## src/rtl/pref_issue_queue.sv

```systemverilog
// Prefetch issue queue: block-aligns up to three candidates per cycle into a circular FIFO and issues one per cycle.
// Optional duplicate filter is enabled by defining PREF_ISSUE_QUEUE_DEDUP_EN.
module pref_issue_queue #(
  parameter int DEPTH           = 8,
  parameter int ADDR_SIZE       = 64,
  parameter int LOG2_BLOCK_SIZE = 6
) (
  input  logic                    clk,
  input  logic                    rst,
  input  logic [ADDR_SIZE-1:0]    pref_addr1_i,
  input  logic [ADDR_SIZE-1:0]    pref_addr2_i,
  input  logic [ADDR_SIZE-1:0]    pref_addr3_i,
  input  logic                    pref_valid1_i,
  input  logic                    pref_valid2_i,
  input  logic                    pref_valid3_i,
  output logic                    issue_valid_o,
  output logic [ADDR_SIZE-1:0]    issue_addr_o,
  input  logic                    issue_ready_i,
  output logic [$clog2(DEPTH):0]  occupancy_o,
  output logic [15:0]             drop_count_o
);

  localparam int PTR_W = $clog2(DEPTH);
  localparam int OCC_W = PTR_W + 1;

  typedef logic [ADDR_SIZE-1:0] addr_t;

  localparam addr_t BLK_MASK = addr_t'((64'd1 << LOG2_BLOCK_SIZE) - 64'd1);

  addr_t            entry_q [DEPTH];
  addr_t            entry_d [DEPTH];
  logic [PTR_W-1:0] head_q, head_d;
  logic [PTR_W-1:0] tail_q, tail_d;
  logic [OCC_W-1:0] occ_q, occ_d;
  logic [OCC_W-1:0] free_w;
  logic [15:0]      drop_q, drop_d;
  logic [16:0]      drop_sum;
  logic             issue_valid_q, issue_valid_d;
  addr_t            issue_addr_q, issue_addr_d;

  addr_t            cand [3];
  logic [2:0]       cand_v;
  logic [2:0]       keep;
  logic [2:0]       acc;
  logic [1:0]       enq_cnt;
  logic [1:0]       drop_inc;
  logic             pop;

  assign cand[0] = pref_addr1_i & ~BLK_MASK;
  assign cand[1] = pref_addr2_i & ~BLK_MASK;
  assign cand[2] = pref_addr3_i & ~BLK_MASK;
  assign cand_v  = {pref_valid3_i, pref_valid2_i, pref_valid1_i};

  // Handshake: the head transfers on a rising edge where issue_valid_o && issue_ready_i;
  // issue_valid_o/issue_addr_o are registered and stay put while ready is low.
  always_comb begin
    entry_d  = entry_q;
    keep     = cand_v;
    acc      = '0;
    enq_cnt  = '0;
    drop_inc = '0;
    free_w   = OCC_W'(DEPTH) - occ_q;
    pop      = issue_valid_q && issue_ready_i;
    for (int i = 0; i < 3; i++) begin
`ifdef PREF_ISSUE_QUEUE_DEDUP_EN
      // Compare against entries valid at the start of the cycle, popping head included.
      for (int j = 0; j < DEPTH; j++) begin
        if ((OCC_W'(PTR_W'(PTR_W'(j) - head_q)) < occ_q) && (entry_q[j] == cand[i])) begin
          keep[i] = 1'b0;
        end
      end
      for (int k = 0; k < i; k++) begin
        if (acc[k] && (cand[k] == cand[i])) begin
          keep[i] = 1'b0;
        end
      end
`endif
      if (keep[i]) begin
        if (OCC_W'(enq_cnt) < free_w) begin
          entry_d[tail_q + PTR_W'(enq_cnt)] = cand[i];
          acc[i]  = 1'b1;
          enq_cnt = enq_cnt + 2'd1;
        end else begin
          drop_inc = drop_inc + 2'd1;
        end
      end
    end
    head_d        = head_q + PTR_W'(pop);
    tail_d        = tail_q + PTR_W'(enq_cnt);
    occ_d         = occ_q + OCC_W'(enq_cnt) - OCC_W'(pop);
    drop_sum      = {1'b0, drop_q} + 17'(drop_inc);
    drop_d        = drop_sum[16] ? 16'hFFFF : drop_sum[15:0];
    issue_valid_d = (occ_d != '0);
    issue_addr_d  = entry_d[head_d];
  end

  always_ff @(posedge clk or negedge rst) begin
    if (!rst) begin
      head_q        <= '0;
      tail_q        <= '0;
      occ_q         <= '0;
      drop_q        <= '0;
      issue_valid_q <= 1'b0;
      issue_addr_q  <= '0;
    end else begin
      head_q        <= head_d;
      tail_q        <= tail_d;
      occ_q         <= occ_d;
      drop_q        <= drop_d;
      issue_valid_q <= issue_valid_d;
      issue_addr_q  <= issue_addr_d;
    end
  end

  // Entry payload needs no reset: validity is fully described by head_q/occ_q.
  always_ff @(posedge clk) begin
    for (int i = 0; i < DEPTH; i++) begin
      entry_q[i] <= entry_d[i];
    end
  end

  assign issue_valid_o = issue_valid_q;
  assign issue_addr_o  = issue_addr_q;
  assign occupancy_o   = occ_q;
  assign drop_count_o  = drop_q;

endmodule
```

## config.mk

```make
export PLATFORM = sky130hd
export DESIGN_NAME = pref_issue_queue
export DESIGN_NICKNAME = d
export VERILOG_FILES = /design/src/rtl/pref_issue_queue.sv
export SDC_FILE = /design/constraint.sdc
export NUM_CORES = 2
export LEC_CHECK = 0
export BUFFER_PORTS_ARGS = -buffer_cell sky130_fd_sc_hd__clkbuf_2
export CAP_MARGIN = 25
export CORE_MARGIN = 2
export CORE_UTILIZATION = 55
export CTS_CLUSTER_DIAMETER = 60
export DETAILED_ROUTE_END_ITERATION = 8
export MAX_ROUTING_LAYER = met4
export PLACE_DENSITY = 0.77
export SLEW_MARGIN = 5
export SYNTH_ARGS = -nofsm -noshare
export SYNTH_HDL_FRONTEND = slang
export SYNTH_SLANG_ARGS = --single-unit
```

## constraint.sdc

```tcl
create_clock -name clk -period 5.24 [get_ports clk]
set_input_delay 0.262 -clock clk [delete_from_list [all_inputs] [get_ports clk]]
set_output_delay 0.262 -clock clk [all_outputs]
set_load 0.02 [all_outputs]
```

==> insert_results.sql <==
INSERT INTO impl_metrics (metric_group, metric, value, unit) VALUES
('logic_synthesis', 'avgSynthCellArea', '8.06', 'µm²'),
('logic_synthesis', 'synth.lib_cells_used.distinct', '65', ''),
('logic_synthesis', 'ys.flop_type', 'sky130_fd_sc_hd__dfxtp_1', ''),
('logic_synthesis', 'synth_nets', '4412', ''),
('die', 'floorplan.initialDensity', '55.8', '%'),
('routing', 'drtPass1Iterations', '7', ''),
('grt', 'largest_net_degree_at_the_start_of_global_routing', '103', ''),
('die', 'floorplan_core_area', '60600', 'µm²'),
('grt', 'remaining_overflow_grt', '0', ''),
('grt', 'grt_first_pass_wirelength', '172', 'mm'),
('critical_path', 'end_kind', 'flip-flop', ''),
('routing', 'final_antenna_net_count', '0', ''),
('sta', 'final_critical_path_setup_slack', '224', 'ps'),
('cts', 'insertion_delay', '620', 'ps'),
('routing', 'post-route-drc-count', '0', ''),
('finish', 'design.final.nets', '4461', ''),
('worst_hold_path', 'hold_class', 'input port to flip-flop', ''),
('logic_synthesis', 'netlist_area', '33800', 'µm²'),
('finish', 'fillerInstances', '5074', ''),
('logic_synthesis', 'postSynth.asyncResetShare', '15.1', '%'),
('routing', 'routed_via_density', '6.22', ''),
('sta', 'timing.clock.skew', '24.1', 'ps'),
('logic_synthesis', 'yosysSeqAreaShare', '37.1', '%'),
('finish', 'multi_input_area', '19600', 'µm²'),
('placed_design', 'place_congestion', '0.900', ''),
('routing', 'vias', '31700', ''),
('cts', 'cts_root_buf', 'sky130_fd_sc_hd__clkbuf_16', ''),
('critical_path', 'timing_worst_setup_path_type', 'flip-flop to flip-flop', ''),
('sta', 'clock.fmax', '0.199', 'GHz'),
('die', 'rows', '90', ''),
('sta', 'final.period_utilization', '95.7', '%'),
('critical_path', 'worst-endpoint-arrival', '5500', 'ps'),
('placed_design', 'io_buffers', '264', ''),
('finish', 'most-common-layout-cells', 'sky130_fd_sc_hd__nand2_1 (796), sky130_fd_sc_hd__o21ai_0 (701), sky130_fd_sc_hd__dfxtp_1 (512)', ''),
('status', 'outcome', 'finished clean', ''),
('power', 'vdd_drop_max', '0.000392', 'V'),
('logic_synthesis', 'synthDominantCellAreaShare', '30.3', '%'),
('finish', 'layout.area.seq', '12500', 'µm²'),
('logic_synthesis', 'synth.ff_latch_count', '603', ''),
('logic_synthesis', 'synthDominantAreaCellType', 'sky130_fd_sc_hd__dfxtp_1', ''),
('critical_path', 'worstSetupStartpointType', 'flip-flop', ''),
('cts', 'clock_tree_from_tritoncts', 'built', ''),
('sta', 'timing.final.setup_violations', '0', ''),
('sta', 'max-slew-margin-rel', '29.9', '%'),
('logic_synthesis', 'synth_enable_flop_cells', '0', ''),
('cts', 'clock_sink_count', '603', ''),
('routing', 'dr.max_layer_used', 'met4', ''),
('sta', 'drv_slew', '0', ''),
('grt', 'grt_antenna_before_repair', '17', ''),
('routing', 'met2WireLength', '50.7', 'mm'),
('finish', 'final_common_cell', 'sky130_fd_sc_hd__nand2_1', ''),
('die', 'fp.dieW', '252', 'µm'),
('placed_design', 'dp_hpwl', '63.9', 'mm'),
('sta', 'tightest_slew', '1050', 'ps'),
('critical_path', 'crit_fanout', '28', ''),
('power', 'totalPowerFinal', '28.6', 'mW'),
('sta', 'holdWs', '19.8', 'ps'),
('placed_design', 'preCtsSetupSlack', '170', 'ps'),
('grt', 'via_count_of_the_first_global_routing_pass', '29947', ''),
('routing', 'met3_wirelength', '11.9', 'mm'),
('run', 'cap_viol_max_count', '0', ''),
('routing', 'dr.first_iter.drc_count', '3952', ''),
('power', 'power_density', '740', 'nW/µm²'),
('sta', 'final_hold_viol_count', '0', ''),
('cts', 'clock_buffer_count_from_cts', '70', ''),
('cts', 'cts_max_path_bufs', '3', ''),
('die', 'boundaryPins', '283', ''),
('routing', 'route.layer.met1.wl', '44.6', 'mm'),
('logic_synthesis', 'synth.top_cells.by_area', 'sky130_fd_sc_hd__dfxtp_1 (30%), sky130_fd_sc_hd__mux2i_1 (12%), sky130_fd_sc_hd__o21ai_0 (10%)', ''),
('finish', 'area_growth_from_synthesis_to_layout', '14.6', '%'),
('sta', 'min_period', '5020', 'ps');
-- final cells by class --
type / instances / area share (%)
clock inverters: 17 / 0.565
diodes: 21 / 0.136
multi-input cells: 3112 / 50.7
repair buffers: 417 / 7.67
inverters: 38 / 0.368
flip-flops and latches: 603 / 32.3
well taps: 782 / 2.53
clock buffers: 110 / 5.68
-- critical path, cell delays in order, from the launching register on --
cell and delay, ps:
sky130_fd_sc_hd__dfrtp_1 420, sky130_fd_sc_hd__inv_1 160, sky130_fd_sc_hd__ha_1 250, sky130_fd_sc_hd__nor4bb_4 360
sky130_fd_sc_hd__nand2b_1 170, sky130_fd_sc_hd__nor2_1 60, sky130_fd_sc_hd__ha_1 280, sky130_fd_sc_hd__nand2_1 110
sky130_fd_sc_hd__o31a_1 160, sky130_fd_sc_hd__inv_1 70, sky130_fd_sc_hd__ha_1 130, sky130_fd_sc_hd__inv_1 50
sky130_fd_sc_hd__fa_1 430, sky130_fd_sc_hd__xnor2_1 200, sky130_fd_sc_hd__nand2b_1 230, sky130_fd_sc_hd__nor3_4 310
sky130_fd_sc_hd__nand3b_1 140, sky130_fd_sc_hd__a211oi_1 100, sky130_fd_sc_hd__or4_4 540, sky130_fd_sc_hd__buf_4 310
sky130_fd_sc_hd__a211o_1 360
-- power breakdown --
part           internal, mW  switching (mW)
clock network          3.09            2.01
registers              7.09           0.715
logic                  6.43            9.32
-- synth_stat cells (8+ instances only) --
cell	number
sky130_fd_sc_hd__buf_1	72
sky130_fd_sc_hd__o211ai_1	120
sky130_fd_sc_hd__nor2b_1	10
sky130_fd_sc_hd__mux2i_1	407
sky130_fd_sc_hd__a211oi_1	60
sky130_fd_sc_hd__ha_1	17
sky130_fd_sc_hd__inv_1	38
sky130_fd_sc_hd__xnor2_1	16
sky130_fd_sc_hd__nand2_1	799
sky130_fd_sc_hd__nand2b_1	67
sky130_fd_sc_hd__nor2_1	264
sky130_fd_sc_hd__a21oi_1	122
sky130_fd_sc_hd__and3_1	13
sky130_fd_sc_hd__dfxtp_1	512
sky130_fd_sc_hd__o2111ai_1	59
sky130_fd_sc_hd__a211oi_2	8
sky130_fd_sc_hd__buf_2	50
sky130_fd_sc_hd__nor3_1	17
sky130_fd_sc_hd__a211o_1	61
sky130_fd_sc_hd__mux2_2	231
sky130_fd_sc_hd__clkbuf_1	312
sky130_fd_sc_hd__nand3_1	18
sky130_fd_sc_hd__dfrtp_1	91
sky130_fd_sc_hd__o21ai_0	701
sky130_fd_sc_hd__and2_1	36
-- metrics by stage --
| stage | std cells | instance area, µm² |
|---|---|---|
| 3_3_place_gp | 4879 | 35500 |
| 5_1_grt | 5096 | 38700 |
| 2_1_floorplan | 4193 | 33800 |
| 3_5_place_dp | 4879 | 35500 |
| 6_report | 5100 | 38700 |
| 4_1_cts | 5076 | 38600 |
-- routing by layer --
| metal | track usage (%) | up-vias |
|---|---|---|
| li1 | - | 14775 |
| met1 | 45.3 | 14719 |
| met2 | 55.4 | 1821 |
| met3 | 6.15 | 385 |
| met4 | 16.1 | 0 |
| met5 | - | - |
-- path summary, 6_finish.rpt --
path                             startpoint               end  slack (ps)  cells after the start
min reg2reg                    entry_q[129]      entry_q[129]         440                      2
max                          occupancy_o[1]  issue_addr_o[50]         220                     20
min in group asynchronous               rst  drop_count_o[12]         170                      2
max in group asynchronous               rst  issue_addr_o[18]        3990                      3
min                        pref_addr3_i[59]      entry_q[443]          20                      3
max reg2reg                  occupancy_o[1]  issue_addr_o[50]         220                     20
-- timing repair --
| action | 4_1_cts | 5_1_grt |
|---|---|---|
| setup endpoints to repair | 0 | 119 |
| hold buffers | 70 | 0 |
| buffers inserted | 0 | 1 |
| resized for setup | 0 | 10 |
| endpoints found under the hold margin | 230 | 0 |
-- logic make-up (layout without fill, tap and decap cells) --
| family | after synthesis | in the layout | synth area share (%) |
|---|---|---|---|
| compound gates | 1164 | 1164 | 20.5 |
| flops | 603 | 603 | 37.1 |
| fa+ha+maj | 21 | 21 | 0.866 |
| other cells | 0 | 21 | 0 |
| simple gates | 1266 | 1266 | 15.6 |
| mux | 638 | 638 | 19.8 |
| xor+xnor | 23 | 23 | 0.596 |
| buf+inv | 478 | 582 | 5.59 |
-- state kept, by name (all words and copies together) (netlist names) --
| name | count |
|---|---|
| drop_count_o | 16 |
| entry_q | 512 |
| head_q | 3 |
| issue_addr_o | 64 |
| issue_valid_o | 1 |
| occupancy_o | 4 |
| tail_q | 3 |
Note: power is estimated with default switching activity, not from simulation.
